==> src/rtl/log2_pipe_pkg.sv <==
// Shared constants for the log2 pipeline: default widths, stage count and the
// shift amounts of the quadratic mantissa correction.
package log2_pipe_pkg;
    localparam int W_DEF  = 16;
    localparam int F_DEF  = 8;
    localparam int TW_DEF = 4;
    localparam int STAGES = 3;
    // corr = (t >> CSH_A) + (t >> CSH_B) + (t >> CSH_C), roughly 0.34 * t
    localparam int CSH_A  = 2;
    localparam int CSH_B  = 4;
    localparam int CSH_C  = 5;
endpackage

==> src/rtl/log2_lod.sv <==
// Leading-one detector: index of the most significant set bit plus a zero flag.
module log2_lod
    import log2_pipe_pkg::*;
#(
    parameter int W = W_DEF
) (
    input  logic [W-1:0]         data,
    output logic [$clog2(W)-1:0] pos,
    output logic                 zero
);
    localparam int PW = $clog2(W);

    always_comb begin
        pos = '0;
        for (int i = 0; i < W; i++) begin
            if (data[i]) pos = PW'(i);
        end
    end

    assign zero = ~|data;
endmodule

==> src/rtl/log2_pipe.sv <==
// Three-stage fixed-point log2: leading-one detect, normalise, correct/assemble.
// A single global stall keeps every stage and the valid shift register in lockstep.
module log2_pipe
    import log2_pipe_pkg::*;
#(
    parameter int W    = W_DEF,
    parameter int F    = F_DEF,
    parameter int CORR = 1,
    parameter int TW   = TW_DEF
) (
    input  logic          clk,
    input  logic          rst_n,
    input  logic          in_valid,
    output logic          in_ready,
    input  logic [W-1:0]  in_data,
    input  logic [TW-1:0] in_tag,
    output logic          out_valid,
    input  logic          out_ready,
    output logic [W-1:0]  out_data,
    output logic          out_zero,
    output logic [TW-1:0] out_tag
);
    localparam int PW   = $clog2(W);
    localparam int KW   = W - F;
    localparam int KLIM = (KW >= 1) ? (1 << (KW - 1)) : 0;

    // Integer part k ranges from -F to W-1-F and must fit a KW-bit signed field.
    if (F < 1 || F >= W || F > KLIM || (W - 1 - F) > KLIM - 1) begin : g_bad_param
        $error("log2_pipe: illegal W/F combination");
    end

    logic [STAGES:1] vld_pipe;
    logic            adv;

    assign adv       = !vld_pipe[STAGES] || out_ready;
    assign in_ready  = adv;
    assign out_valid = vld_pipe[STAGES];

    // S1: leading-one detect
    logic [PW-1:0] lod_p;
    logic          lod_z;
    logic [W-1:0]  s1_data;
    logic [PW-1:0] s1_p;
    logic          s1_z;
    logic [TW-1:0] s1_tag;

    log2_lod #(.W(W)) u_lod (
        .data (in_data),
        .pos  (lod_p),
        .zero (lod_z)
    );

    // S2: normalise so the leading one sits at bit W-1; fraction is the next F bits
    logic [PW-1:0]        shamt;
    logic [W-1:0]         aligned;
    logic [F-1:0]         f_n;
    logic signed [KW-1:0] k_n;
    logic [F-1:0]         s2_f;
    logic signed [KW-1:0] s2_k;
    logic                 s2_z;
    logic [TW-1:0]        s2_tag;

    always_comb begin
        shamt   = PW'(W - 1) - s1_p;
        aligned = s1_data << shamt;
        f_n     = F'(aligned >> (W - 1 - F));
        k_n     = KW'(int'(s1_p) - F);
    end

    // S3: f*(1-f) correction; f + corr stays below 2^F, so k and fc simply concatenate
    logic [F:0]   comp;
    logic [2*F:0] prod;
    logic [F-1:0] t;
    logic [F-1:0] corr;
    logic [F-1:0] fc;
    logic [W-1:0] res;

    always_comb begin
        comp = {1'b1, {F{1'b0}}} - {1'b0, s2_f};
        prod = {{(F + 1){1'b0}}, s2_f} * {{F{1'b0}}, comp};
        t    = F'(prod >> F);
        corr = (t >> CSH_A) + (t >> CSH_B) + (t >> CSH_C);
        fc   = s2_f + ((CORR != 0) ? corr : '0);
        res  = s2_z ? {1'b1, {(W - 1){1'b0}}} : {s2_k, fc};
    end

    always_ff @(posedge clk or negedge rst_n) begin
        if (!rst_n) begin
            vld_pipe <= '0;
            s1_data  <= '0;
            s1_p     <= '0;
            s1_z     <= 1'b0;
            s1_tag   <= '0;
            s2_f     <= '0;
            s2_k     <= '0;
            s2_z     <= 1'b0;
            s2_tag   <= '0;
            out_data <= '0;
            out_zero <= 1'b0;
            out_tag  <= '0;
        end else if (adv) begin
            vld_pipe <= {vld_pipe[STAGES-1:1], in_valid};
            s1_data  <= in_data;
            s1_p     <= lod_p;
            s1_z     <= lod_z;
            s1_tag   <= in_tag;
            s2_f     <= f_n;
            s2_k     <= k_n;
            s2_z     <= s1_z;
            s2_tag   <= s1_tag;
            out_data <= res;
            out_zero <= s2_z;
            out_tag  <= s2_tag;
        end
    end
endmodule

==> config.mk <==
export PLATFORM = sky130hd
export DESIGN_NAME = log2_pipe
export DESIGN_NICKNAME = d
export VERILOG_FILES = /design/src/rtl/log2_pipe_pkg.sv /design/src/rtl/log2_lod.sv /design/src/rtl/log2_pipe.sv
export SDC_FILE = /design/constraint.sdc
export NUM_CORES = 1
export LEC_CHECK = 0
export ABC_AREA = 1
export CORE_AREA = 5 5 115 117
export CTS_CLUSTER_DIAMETER = 60
export DETAILED_ROUTE_END_ITERATION = 10
export DIE_AREA = 0 0 120 122
export PLACE_DENSITY = 0.69
export SLEW_MARGIN = 20
export SYNTH_ARGS = -nofsm -noshare
export SYNTH_HDL_FRONTEND = slang
export SYNTH_HIERARCHICAL = 1
export SYNTH_SLANG_ARGS = --single-unit
export TNS_END_PERCENT = 100
==> constraint.sdc <==
create_clock -name clk -period 10 [get_ports clk]
set_input_delay 3 -clock clk [delete_from_list [all_inputs] [get_ports clk]]
set_output_delay 3 -clock clk [all_outputs]
set_load 0.02 [all_outputs]
# --- Yosys cells after proc, flatten, opt, wreduce, memory -nomap -nowiden ---
# Index checks and enable logic that the tools add are counted.
classes:
  mux: 16
  shift: 1
  multipliers: 1
  reduce_logical: 4
  n_addsub: 6
ops:
  columns: ["cell", "n"]
  rows:
  - ["4-bit 2-to-1 mux", 8]
  - ["8-bit by 9-bit multiplier with 16-bit output", 1]
  - ["16-bit 2-to-1 mux", 1]
  - ["16-bit OR reduction", 1]
  - ["16-bit by 4-bit left shift with 15-bit output", 1]
  - ["3-bit 2-to-1 mux", 4]
  - ["9-bit by 8-bit subtractor with 9-bit output, first input constant", 1]
  - ["7-bit by 3-bit adder with 8-bit output", 1]
  - ["8-bit adder", 1]
  - ["6-bit by 4-bit adder with 7-bit output", 1]
  - ["4-bit by 4-bit subtractor with 5-bit output, second input constant", 1]
  - ["2-bit 2-to-1 mux", 2]
  - ["4-bit subtractor, first input constant", 1]
  - ["1-bit logical NOT", 2]
  - ["1-bit logical OR", 1]
  - ["1-bit 2-to-1 mux", 1]
totals:
  wordCells: 40
  register_bits: 70
  inputBits: 24

# --- Depth between registers and ports, before layout ---
# Gate-level depths: netlist of run 1.
depth:
  word_depth: 15
  depth_mapped: 37
  mapped_depth_nobuf: 36

# --- Hierarchy ---
# The synthesis of run 1 kept the hierarchy.
modules_own_cells:
  columns: ["mod", "area_per_inst_um2", "cells_per_inst", "instances", "seq_area_each_um2"]
  rows:
  - ["log2_pipe", 5667.9, 722, 1, 1551.5]
  - ["log2_lod", 181.4, 44, 1, 0.0]

# --- Least setup slack after synthesis of run 1 ---
# OpenSTA, ideal clock, no wires.
synth_path:
  path_kind: "register -> register"
  start: "register s2_f[0]"
  end: "register out_data[5]"
  setup_slack_ps: 3261
  arrival_ps: 6656
  stages_incl_launch_ff: 28
  n_path_buf: 1
  cell_sequence: "dfrtp_1 buf_2 clkinv_1 ha_1 nand2_1 nor2_1 ha_1 nor2_1 fa_1 fa_1 fa_1 inv_1 fa_1 inv_1 ha_1 nand2_1 nor3_1 nand3_1 nand3_1 nand2_1 nand2_1 fa_1 fa_1 fa_1 o21ai_0 a21oi_1 and2_1 o21ai_0"
synth_via:
  elab_chain_len: 6
synth_lines:
  columns: ["item", "line", "text"]
  rows:
  - ["start, declared", "log2_pipe.sv:58", "logic [F-1:0] s2_f;"]
  - ["start signal, assigned", "log2_pipe.sv:107", "s2_f <= f_n;"]
  - ["9-bit by 8-bit subtractor with 9-bit output", "log2_pipe.sv:79", "comp = {1'b1, {F{1'b0}}} - {1'b0, s2_f};"]
  - ["8-bit by 9-bit multiplier with 16-bit output", "log2_pipe.sv:80", "prod = {{(F + 1){1'b0}}, s2_f} * {{F{1'b0}}, comp};"]
  - ["6-bit by 4-bit adder with 7-bit output", "log2_pipe.sv:82", "corr = (t >> CSH_A) + (t >> CSH_B) + (t >> CSH_C);"]
  - ["7-bit by 3-bit adder with 8-bit output", "log2_pipe.sv:82", null]
  - ["8-bit adder *", "log2_pipe.sv:83", "fc = s2_f + ((CORR != 0) ? corr : '0);"]
  - ["16-bit 2-to-1 mux *", "log2_pipe.sv:84", "res = s2_z ? {1'b1, {(W - 1){1'b0}}} : {s2_k, fc};"]
  - ["end signal, assigned", "log2_pipe.sv:111", "out_data <= res;"]
  - ["end, declared", "log2_pipe.sv:19", "output logic [W-1:0] out_data,"]
# Every way passes the cells marked *; elsewhere a longest branch is shown, timed or not.
# A chain may end at the register's enable or synchronous reset.

# --- Worst setup path in the final report of run 1 ---
# Same ends and word-level chain as after synthesis.

==> impl_summary.txt, run 1 <==
----------------------------------------------------
[Synth]
  Number of enable flip-flop cells after synthesis ... 0
  Synthesis-stage register bit count ... 62
  Biggest area contributors in the synthesized netlist ... dfrtp_1 27%, fa_1 16%, nand2_1 12%
  Post-synthesis instance area ... approximately 0.0058 sq mm
  Average cell area after synthesis ... around 7.6 sq um
  YS warnings ... 6
  Fraction of the yosys area taken by sequential cells ... 26.5%
  Top cells by count, synth ... 194 x nand2_1, 134 x inv_1, 65 x nor2_1
  Most frequently used cell type in the post-synthesis netlist ... nand2_1
  Number of different library cells in the post-synthesis netlist ... 35
  Synth top area share ... 26.5%
  Dominant synthesized flop cell ... dfrtp_1
  FFs w/ async S/R, synth ... 100%
  Mapped Cells ... 766
  Cell type with the highest aggregate area in the netlist ... dfrtp_1

[GRT]
  Number of global-route vias before repair ... 5064
  Wire length of the first global-routing pass ... approximately 23000 um
  Total global routing track utilization ... 19.7%
  Initial antenna violation count ... 0
  Largest net degree at the start of global routing ... 67
  GR Overflow Total ... 0

[Min path]
  Class of the most critical hold timing path ... reg2reg

[Setup path]
  Critical path data arrival time ... roughly 7.7 ns
  Kind of critical path ... reg2reg
  Slowest library cell on the worst path ... dfrtp_1
  Delay of the slowest cell on the worst path ... 0.55 ns
  Most frequent CP cell ... fa_1
  Startpoint Class ... flip-flop
  Worst-path maximum fanout ... 12
  Worst path required time ... between 10 and 15 ns
  Capturing element type of the critical path ... flip-flop
  Worst Path Buf+Inv ... 3
  Cell class contributing the biggest share of worst-path delay ... adder cells

[Timing]
  Time the final worst path needs with I/O delays and setup ... around 7.5 ns
  F_max ... 0.134 GHz
  Actual slew at the worst max-slew pin ... 0.897 ns
  Final setup margin ... about 2.5 ns
  Max-slew violation count ... 0
  Final setup vio count ... 0
  Share of the cycle needed by the critical path after routing ... 74.5%
  Setup_tns ... 0 ns
  Hold violation total from the final report ... 0
  Layout Skew ... 0.00553 ns
  RSZ-0062 raised after global routing ... false
  Rel. slew slack ... 40.2%

[Layout]
  Layout cell share with drive strength beyond 1 ... 4.58%
  Final net count ... 927
  Growth of design area from synthesis to finish ... 14.0%
  Diodes inserted ... 0

[Detailed routing]
  Avg Vias per Cell ... about 5.2
  Antenna-violating nets left ... 0
  Iter 0 DRT Violations ... roughly 370
  DR pass1 iterations ... 5
  Post-Route WL ... 13300 um
  Total number of vias ... 4957
  Number of remaining DRC errors ... 0
  Avg WL per Cell ... roughly 14 um

[Status]
  Outcome ... finished clean

[Clock network]
  Root buffer selected by CTS ... clkbuf_16
  CTS clk-pin slew, worst paths ... 0.06 ns
  Deepest clock path buffer count ... 2
  Number of clock sinks seen by CTS ... 62
  Number of instances resized during post-cts repair ... 0
  H-tree depth reported by CTS ... 3
  CTS tree ... yes
  Clock latency reported for the late side of the worst-skew pair ... 0.33 ns
  Clock buffer count from CTS ... 9
  Hold bufs inserted after CTS ... 0
  Buffers inserted by post-CTS timing repair ... 0

[Run]
  Maxcap violations ... 0

[Placed design]
  Minimum setup slack after placement ... between 2 and 3 ns
  Global placement routability congestion ... 0.881
  Quantity of I/O buffers inserted on ports ... 46
  Final HPWL DP ... 10400 um

[Floorplanning]
  # rows ... 41
  Die Wd ... 120 um
  Die area ... 0.0146 sq mm
  Core Region ... 0.0123 sq mm
  Ports ... 47
  Starting density of the core ... 47.7%
  Die Ht ... 122 um

----------------------------------------------------
==> through the flow <==
step | instances | hold slack, ns | util, % | cell area (sq um)
after floorplan | 769 | 0.440 | - | 5860
after global placement | 941 | 0.450 | 52.0 | 6370
after detailed placement | 941 | 0.454 | 52.0 | 6370
after CTS | 957 | 0.467 | 54.4 | 6670
after global routing | 957 | 0.485 | 54.4 | 6670
final | 957 | 0.468 | 54.4 | 6670
==> flip-flops by register name (all words and copies together) (netlist names), 3 cells and up <==
signal and flops:
s1_data 15, out_data 13, s2_f 8, out_tag 4, s1_p 4, s1_tag 4, s2_k 4, s2_tag 4
vld_pipe 3
==> layout make-up <==
| class | count | area, sq um |
|---|---|---|
| Timing Repair Buffer | 49 | 478 |
| Multi-Input combinational cell | 539 | 3620 |
| Clock buffer | 10 | 229 |
| Clock inverter | 6 | 70.1 |
| Sequential cell | 62 | 1550 |
| Fill cell | 1158 | 5590 |
| Inverter | 141 | 529 |
| Tap cell | 150 | 188 |
==> per-layer routing <==
layer / routed length (um) / vias up / GRT usage (%)
met5: 0 / - / 0
met4: 333 / 0 / 8.23
met3: 416 / 33 / 2.04
met2: 6570 / 93 / 34.6
met1: 5940 / 2365 / 24.7
li1: - / 2466 / -
==> cell families (layout without fill, tap and decap cells) <==
| family | after synthesis | after routing | share of synthesized area [%] |
|---|---|---|---|
| other cells | 2 | 5 | 0.128 |
| mux | 3 | 3 | 0.513 |
| buf+inv | 168 | 206 | 11.7 |
| compound gates | 104 | 104 | 10.2 |
| flops | 62 | 62 | 26.5 |
| simple gates | 318 | 318 | 22.2 |
| fa+ha+maj | 101 | 101 | 27.5 |
| xor+xnor | 8 | 8 | 1.20 |
==> final timing paths <==
kind / start / end / slack, ns / depth (start not counted)
min in group asynchronous: rst_n / s1_data[9] / 2.83 / 2
max: s2_f[0] / out_data[5] / 2.55 / 26
min reg2reg: vld_pipe[2] / vld_pipe[3] / 0.47 / 1
max in group asynchronous: rst_n / out_data[4] / 6.66 / 2
min: vld_pipe[2] / vld_pipe[3] / 0.47 / 1
max reg2reg: s2_f[0] / out_data[5] / 2.55 / 26
==> cells in the final DEF (no fill, tap or decap), types with 2 or more instances in the layout <==
cell	count
nand2_1	194
inv_1	134
nor2_1	65
dfrtp_1	62
ha_1	55
fa_1	46
clkdlybuf4s50_1	45
o21ai_0	35
nand3_1	34
a21oi_1	23
o21ai_1	19
clkbuf_16	9
nand4_1	8
o21ai_2	7
xor2_1	6
nor3_1	6
inv_2	5
a22o_1	5
conb_1	5
o21bai_1	4
o211ai_1	4
nand2_2	3
nor4_1	3
mux2i_1	3
a31oi_1	3
clkinvlp_4	3
buf_4	3
clkinv_1	2
or2_2	2
a21o_1	2
xnor2_1	2
and2_1	2
Power of run 1 is not shown: default switching activity piles up to over one toggle a cycle in this logic, so the estimate is an artifact.
==> run 2, diff against run 1 <==
Settings changed: PLACE_DENSITY 0.69 to 0.71.
Clock period 10 ns to 6.19 ns, I/O delays scaled along.
==> impl_summary.txt, run 2 (synthesis gave the netlist of run 1 again) <==
----------------------------------------------------
[Status]
  Outcome ... complete, but fails checks
  Failing checks ... negative setup slack

[Clock network]
  H-tree depth reported by CTS ... 3 (unchanged)
  Deepest clock path buffer count ... 2 (unchanged)
  Root buffer selected by CTS ... clkbuf_16
  CTS tree ... yes
  Clock buffer count from CTS ... 9 (unchanged)
  CTS clk-pin slew, worst paths ... 0.06 ns (about the same)
  Clock latency reported for the late side of the worst-skew pair ... 0.33 ns (about the same)
  Number of clock sinks seen by CTS ... 62 (unchanged)

[GRT]
  Wire length of the first global-routing pass ... 24100 um (+3.1%)
  Largest net degree at the start of global routing ... 67 (unchanged)
  Number of global-route vias before repair ... 5440 (+7.4%)
  Total global routing track utilization ... 20.2% (+0.49 points)
  Initial antenna violation count ... 0 (unchanged)
  GR Overflow Total ... 0 (unchanged)

[Floorplanning]
  Core Region ... 0.0123 sq mm (unchanged)
  # rows ... 41 (unchanged)
  Die area ... 0.0146 sq mm (unchanged)
  Die Ht ... 122 um (unchanged)
  Starting density of the core ... 47.7% (unchanged)
  Die Wd ... 120 um (unchanged)
  Ports ... 47 (unchanged)

[Layout]
  Non-filler instance count after layout ... 1013 (+5.9%)
  Number of flip-flops under the largest register name ... 15 (unchanged)
  Largest registers ranked by flip-flop count ... s1_data: 15 flops, out_data: 13 flops, s2_f: 8 flops
  Layout cell share with drive strength beyond 1 ... 21.3% (+17 points)
  Growth of design area from synthesis to finish ... 30.3%
  Most frequent cells in the layout ... 181 x nand2_1, 121 x inv_1, 59 x dfrtp_1
  Final net count ... 983 (+6.0%)
  Layout Cell Area excl Fill ... 0.00762 sq mm (+14%)
  Register ranked first by flip-flop count ... s1_data
  Most common library cell in the layout ignoring fill and taps ... nand2_1
  Diodes inserted ... 0 (unchanged)

[Placed design]
  Post-place instance area ... 0.00685 sq mm (+7.5%)
  # placed instances ... 983 (+4.5%)
  Quantity of I/O buffers inserted on ports ... 46 (unchanged)
  Global placement routability congestion ... 0.921 (+4.5%)
  Final HPWL DP ... 10500 um (+0.77%)

[Timing]
  Hold violation total from the final report ... 0 (unchanged)
  Actual slew at the worst max-slew pin ... 0.913 ns (+0.0155 ns)
  Final setup margin ... -0.0936 ns (-2.64 ns)
  Final setup vio count ... 2 (+2)
  Layout Skew ... 0.00808 ns (+0.00255 ns)
  Rel. slew slack ... 39.2% (-1.0 points)
  RSZ-0062 raised after global routing ... true
  Time the final worst path needs with I/O delays and setup ... 6.28 ns (-1.17 ns)
  F_max ... 0.159 GHz (+19%)
  Share of the cycle needed by the critical path after routing ... 102% (+27 points)
  Max-slew violation count ... 0 (unchanged)

[Detailed routing]
  Antenna-violating nets left ... 0 (unchanged)
  Number of remaining DRC errors ... 0 (unchanged)
  Avg WL per Cell ... 13.6 um (-1.9%)
  DR pass1 iterations ... 5 (unchanged)
  Iter 0 DRT Violations ... 260 (-29%)
  Total number of vias ... 5136 (+3.6%)
  Avg Vias per Cell ... 5.07 (-2.1%)
  Post-Route WL ... 13800 um (+3.9%)

[Setup path]
  Startpoint Class ... flip-flop
  Cell class contributing the biggest share of worst-path delay ... adder cells
  Worst-path maximum fanout ... 4 (-8)
  Slowest library cell on the worst path ... fa_1
  Kind of critical path ... reg2reg
  Worst Path Buf+Inv ... 5 (+2)
  Delay of the slowest cell on the worst path ... 0.51 ns (-0.04 ns)
  Critical path data arrival time ... 6.54 ns (-1.16 ns)
  Worst path required time ... 6.45 ns (-3.80 ns)
  Capturing element type of the critical path ... flip-flop

[Min path]
  Class of the most critical hold timing path ... reg2reg

[Run]
  Maxcap violations ... 0 (unchanged)

----------------------------------------------------
[run 2: cell count changes in the layout (fill, tap and decap cells not counted), moves of 13 or more]
cell,previous run,this run
nand2_1,194,181
inv_2,5,18
ha_4,0,18
inv_1,134,121
ha_1,55,37
buf_4,3,54
nor2_1,65,49
[run 2: path summary, 6_finish.rpt]
check | startpoint | endpoint | slack [ns] | depth (start not counted)
worst max-delay path | s2_f[0] | out_data[5] | -0.09 | 28
worst min-delay path | s1_tag[3] | s1_tag[3] | 0.48 | 2
max in group asynchronous | rst_n | s2_f[1] | 3.96 | 2
min in group asynchronous | rst_n | out_tag[0] | 1.68 | 2
worst max register to register | s2_f[0] | out_data[5] | -0.09 | 28
worst min register to register | s1_tag[3] | s1_tag[3] | 0.48 | 2
[run 2: what timing repair did]
item / CTS / global route
setup endpoints to repair: 6 / 6
resized for setup: 57 / 32
buffers inserted: 12 / 2
hold buffers: 0 / 0
pin swaps: 52 / 29
[run 2: final cells by class]
cell class	count	area, sq um
sequential	62	1560
clock buffer	9	225
multi-input combinational	539	4130
fill	1047	4640
inverter	141	547
timing repair buffer	105	917
tap	150	188
clock inverter	7	56.3
[run 2: tightest hold or removal path, stage by stage, from the launching register on]
cell,delay [ns]
dfrtp_1,0.35
nand2_1,0.05
nand2_1,0.05
[run 2: per-layer routing]
metal / up-vias / wire (um) / track usage (%)
li1: 2565 / - / -
met1: 2450 / 6260 / 25.8
met2: 103 / 6850 / 35.1
met3: 18 / 342 / 2.27
met4: 0 / 319 / 7.95
met5: - / 0 / 0
[run 2: through the flow]
step | util [%] | hold WS, ns | setup TNS, ns | worst slack, ns
2_1_floorplan | - | 0.440 | -0.0183 | -0.0183
3_3_place_gp | 55.9 | 0.448 | -1.48 | -0.334
3_5_place_dp | 55.9 | 0.454 | -1.85 | -0.375
5_1_grt | 62.2 | 0.511 | -1.54 | -0.367
4_1_cts | 60.9 | 0.482 | -0.197 | -0.0915
6_report | 62.2 | 0.481 | -0.151 | -0.0936
Power of run 2 is left out for the same reason.
==> RTL edit 1 (settings of run 2) <==
Set the package constant `STAGES` to 2 (it was 3).
--- a/src/rtl/log2_pipe_pkg.sv
+++ b/src/rtl/log2_pipe_pkg.sv
@@ -6,3 +6,3 @@
     localparam int TW_DEF = 4;
-    localparam int STAGES = 3;
+    localparam int STAGES = 2;
     // corr = (t >> CSH_A) + (t >> CSH_B) + (t >> CSH_C), roughly 0.34 * t
Function: changed (Yosys sat finds a counterexample within 4 cycles, from zero or initial values and one cycle with rst_n low).
==> RTL edit 1 against run 2 <==
The flow still finishes with violations (setup timing). Synthesized area rose by 0.75%. Via count rose by 3.7%. Wire length rose by 11%. Design area rose by 1.6%. Sequential cell count fell by 1. Setup slack got worse by 160 ps. Critical endpoint unchanged. Largest cell class unchanged.
Power is left out: the tool's default activity adds up to more than one toggle a clock period on the data nets, which glitch-free logic cannot reach.
==> RTL edit 1: results (changes against run 2) <==
vias in the first global route: 5500 (+1.1%)
top cells by area, synth: dfrtp_1 26%, fa_1 16%, nand2_1 12%
Ys Warns: 6 (unchanged)
H-tree depth: 3 (unchanged)
Clock transition at path regs: 60 ps (about the same)
Top FF cell, synth: dfrtp_1
share of flip-flops with an asynchronous set or reset: 100% (unchanged)
post-DP HPWL: 11000 um (+4.8%)
Port-buffer cells: 46 (unchanged)
Final Worst Setup Slack: -257 ps (-163 ps)
pin count of the biggest net entering global routing: 63 (-6.0%)
failing checks: setup timing
drt wl/cell: 15.0 um (+11%)
NumNets Final: 986 (+0.31%)
# diodes: 0 (unchanged)
Hold Crit Class: reg -> reg
status: complete, but fails checks
Setup Viol. Count Final: 5 (+3)
Seq/Total Area, Yosys: 25.9% (-0.62 points)
GRT Util Overall: 21.5% (+1.4 points)
CP max FO: 4 (unchanged)
Worst-Skew Late Latency: 340 ps
GPL Wtd Cong: 0.920 (about the same)
Initial DRT Pass Iterations: 5 (unchanged)
Initial DRC Count: 387 (+49%)
clk_skew: 6.80 ps (-1.27 ps)
layout cells sized above 1: 22.7% (+1.4 points)
pre-CTS WS: -515 ps (-140 ps)
Via Count: 5328 (+3.7%)
global-route wire length before repair: 25400 um (+5.2%)
largest registers: s1_data x15, out_data x13, s2_f x8
CTS buffer count: 9 (unchanged)
critical path data arrival time: 6710 ps (+170 ps)
clk buf depth: 2 (unchanged)
Synth cell types: 42 (+20%)
initial antenna violation count: 0 (unchanged)
worst slew pin tran: 968 ps (+55.0 ps)
synth cell count leaders: 196 x nand2_1, 128 x inv_1, 65 x nor2_1
Root Driver: clkbuf_16
[RTL edit 1: cell types whose count changed after synthesis, moves of 4 or more]
cell,run 2,this run
inv_1,134,128
nand2_2,3,7
nand3_2,0,4
o21ai_0,35,22
o21ai_1,19,27
[RTL edit 1: cell families (layout without fill, tap and decap cells)]
group | after synthesis | count (layout) | share of synthesized area [%]
XOR/XNOR | 8 | 8 | 1.19
multiplexers | 3 | 3 | 0.510
flip-flops | 61 | 61 | 25.9
adder cells (fa/ha/maj) | 101 | 101 | 27.3
buffers and inverters | 165 | 262 | 11.4
AO/OA/AOI/OAI | 97 | 97 | 9.77
AND/OR/NAND/NOR | 329 | 329 | 23.8
other | 2 | 5 | 0.127
[RTL edit 1: final timing paths]
check / startpoint / endpoint / slack (ps) / cells after the start
worst max-delay path: s2_f[1] / out_data[5] / -260 / 26
worst min-delay path: vld_pipe[1] / vld_pipe[2] / 450 / 2
worst max register to register: s2_f[1] / out_data[5] / -260 / 26
worst min register to register: vld_pipe[1] / vld_pipe[2] / 450 / 2
max in group asynchronous: rst_n / s2_f[2] / 3990 / 2
min in group asynchronous: rst_n / s1_data[14] / 1670 / 2
[RTL edit 1: area by class of cell]
cell class / instances / area [um2]
Timing Repair Buffer: 108 / 921
Multi-Input combinational cell: 543 / 4200
Tap cell: 150 / 188
Clock buffer: 9 / 225
Inverter: 138 / 536
Fill cell: 998 / 4520
Clock inverter: 7 / 146
Sequential cell: 61 / 1530
[RTL edit 1: repair_timing]
item / in CTS / in global routing
pin swaps: 48 / 43
setup buffers: 12 / 6
endpoints found under the setup margin: 6 / 7
gates resized for setup: 41 / 36
[RTL edit 1: metrics by stage]
step | cell area (um2) | instances | TNS (ps) | util (%) | hold WS, ps
final | 7740 | 1016 | -1080 | 63.1 | 451
after global routing | 7740 | 1016 | -2490 | 63.1 | 492
after CTS | 7520 | 1010 | -1070 | 61.4 | 450
after detailed placement | 6870 | 982 | -2530 | 56.1 | 440
after global placement | 6870 | 982 | -1680 | 56.1 | 439
after floorplan | 6060 | 769 | -25.1 | - | 423
[RTL edit 1: worst max-delay path, cell delays in order (launching register included)]
cell and delay (ps):
dfrtp_2 440, nor3_4 200, buf_4 140, ha_1 230
buf_4 170, nor2_2 130, fa_1 450, fa_1 510
fa_1 500, inv_1 50, fa_1 490, inv_2 50
ha_4 250, a21o_1 190, a21oi_2 130, nand3_2 140
xor2_2 210, fa_2 400, fa_1 500, inv_2 80
ha_4 130, inv_2 40, fa_2 420, o21ai_2 150
a21oi_2 80, and2_1 140, o21ai_1 120
[RTL edit 1: layer usage]
metal	share of wire, %	wire [um]	up-vias	global-route usage, %
met1	43	6580	2578	27.5
met4	2.1	321	0	6.73
met5	0	0	-	0
li1	-	-	2569	-
met2	50	7660	148	37.3
met3	4.6	707	33	3.85
==> RTL edit 2 (settings of run 2) <==
Without the edit above. Reset style: synchronous (`rst_n`), changed in one clocked block.
--- a/src/rtl/log2_pipe.sv
+++ b/src/rtl/log2_pipe.sv
@@ -86,3 +86,3 @@
 
-    always_ff @(posedge clk or negedge rst_n) begin
+    always_ff @(posedge clk) begin
         if (!rst_n) begin
Behaviour: differs if rst_n is asserted again (counterexample within 4 cycles, from zero or initial values and one cycle with rst_n low); with rst_n held inactive, the same outputs for 4 cycles.
==> RTL edit 2 against run 2 <==
The run still ends with setup timing left. Sequential cell count did not move. Synthesized area is 1.4% lower. Design area is 2.6% lower. Fmax is 1.6% lower. Sequential share of layout area decreased by 3.6 points. Setup slack lost 100 ps. Clock skew fell by 2.3 ps. Wire length down 0.70%. Via count increased by 1.7%. Hold slack got worse by 28 ps. Synthesized cell count rose by 4.8%.
Power is left out: it rests on default switching activity, and per cell area and clock period it moved more than threefold.
==> RTL edit 2: results (changes against run 2) <==
status: complete, but fails checks
failing checks: setup timing
GPL Wtd Cong: 0.915 (-0.72%)
global-route wire length before repair: 23300 um (-3.4%)
NumNets Final: 1008 (+2.5%)
clk_skew: 5.82 ps (-2.25 ps)
# diodes: 0 (unchanged)
Initial DRC Count: 271 (+4.2%)
Worst path max stage delay: 560 ps (+50 ps)
GRT Util Overall: 19.1% (-1.0 points)
initial antenna violation count: 0 (unchanged)
CP max FO: 4 (unchanged)
Seq/Total Area, Yosys: 21.5% (-5.0 points)
Cells after DPL: 1015 (+3.3%)
Worst-Skew Late Latency: 330 ps (about the same)
clk buf depth: 2 (unchanged)
Clock transition at path regs: 60 ps (about the same)
pin count of the biggest net entering global routing: 65 (-3.0%)
WL final: 13700 um (-0.70%)
vias in the first global route: 5130 (-5.7%)
largest registers: s1_data x15, out_data x13, s2_f x8
Via Count: 5222 (+1.7%)
Crit. Startpoint: s2_f[1]
Top FF cell, synth: dfxtp_1
top cells by area, synth: dfxtp_1 22%, fa_1 16%, ha_1 12%
share of flip-flops with an asynchronous set or reset: 0% (-100 points)
Port-buffer cells: 46 (unchanged)
Ys Warns: 6 (unchanged)
worst min-delay path startpoint: vld_pipe[2]
CTS buffer count: 9 (unchanged)
synth cell count leaders: 144 x nand2_1, 119 x inv_1, 106 x nor2_1
Setup Viol. Count Final: 6 (+4)
Slowest-stage cell, CP: fa_1
Root Driver: clkbuf_16
mean post-synth cell area: 7.18 um2 (-6.0%)
H-tree depth: 3 (unchanged)
DR vias/cell: 5.04 (-0.68%)
Worst slew margin: 54.5% (+15 points)
Initial DRT Pass Iterations: 5 (unchanged)
Hold Crit Class: reg -> reg
post-DP HPWL: 10100 um (-4.2%)
critical path data arrival time: 6580 ps (+40 ps)
Final Worst Setup Slack: -194 ps (-100 ps)
layout cells sized above 1: 21.8% (+0.44 points)
Synth cell types: 42 (+20%)
DP Area: 6720 um2 (-1.8%)
RTL edit 2: cells by family after synthesis:
group                      Yosys count  synth area share [%]
AOI/OAI and AO/OA                  128                  12.1
and+or+nand+nor                    336                  25.0
adders and majority gates          101                  27.9
xor gates and xnor gates             9                  1.37
DFF                                 62                  21.5
other                                2                 0.130
buffers and inverters              165                  12.0
RTL edit 2: worst paths after layout:
kind / cells past startpoint / endpoint
setup / recovery: 25 / out_data[3]
hold / removal: 2 / vld_pipe[2]
setup reg to reg: 25 / out_data[3]
hold reg to reg: 2 / vld_pipe[2]
RTL edit 2: routing by layer:
metal / wire length [um] / track usage [%]
met5: 0 / 0
met1: 6190 / 25.1
met3: 623 / 3.02
met2: 6720 / 33.3
met4: 141 / 4.58
RTL edit 2: per-stage QoR:
| step | hold slack (ps) | setup slack, ps | setup TNS (ps) |
|---|---|---|---|
| 6_report | 452 | -194 | -819 |
| 5_1_grt | 464 | -489 | -2540 |
| 4_1_cts | 457 | -193 | -941 |
| 3_5_place_dp | 448 | -421 | -2120 |
| 3_3_place_gp | 445 | -247 | -1160 |
| 2_1_floorplan | 431 | 2.78 | 0 |
RTL edit 2: layout make-up:
| cell class | instances | area [um2] |
|---|---|---|
| inverter | 131 | 508 |
| fill | 1109 | 4840 |
| sequential | 62 | 1250 |
| clock inverter | 5 | 57.6 |
| tap | 150 | 188 |
| multi-input combinational | 579 | 4300 |
| clock buffer | 10 | 239 |
| timing repair buffer | 100 | 888 |
RTL edit 2: what timing repair did:
action                                  CTS  global route
gates cloned                              0             0
setup buffers                             3             4
gates resized for setup                  29            48
endpoints found under the setup margin    6             7
pin swaps                                41            32
RTL edit 2: worst max-delay path: cells and delay by family, from the launching register on:
family,cells,cell delay [ps]
and+or+nand+nor,9,1190
xor gates and xnor gates,1,120
adders and majority gates,9,3970
AOI/OAI and AO/OA,1,130
DFF,1,350
buffers and inverters,5,440
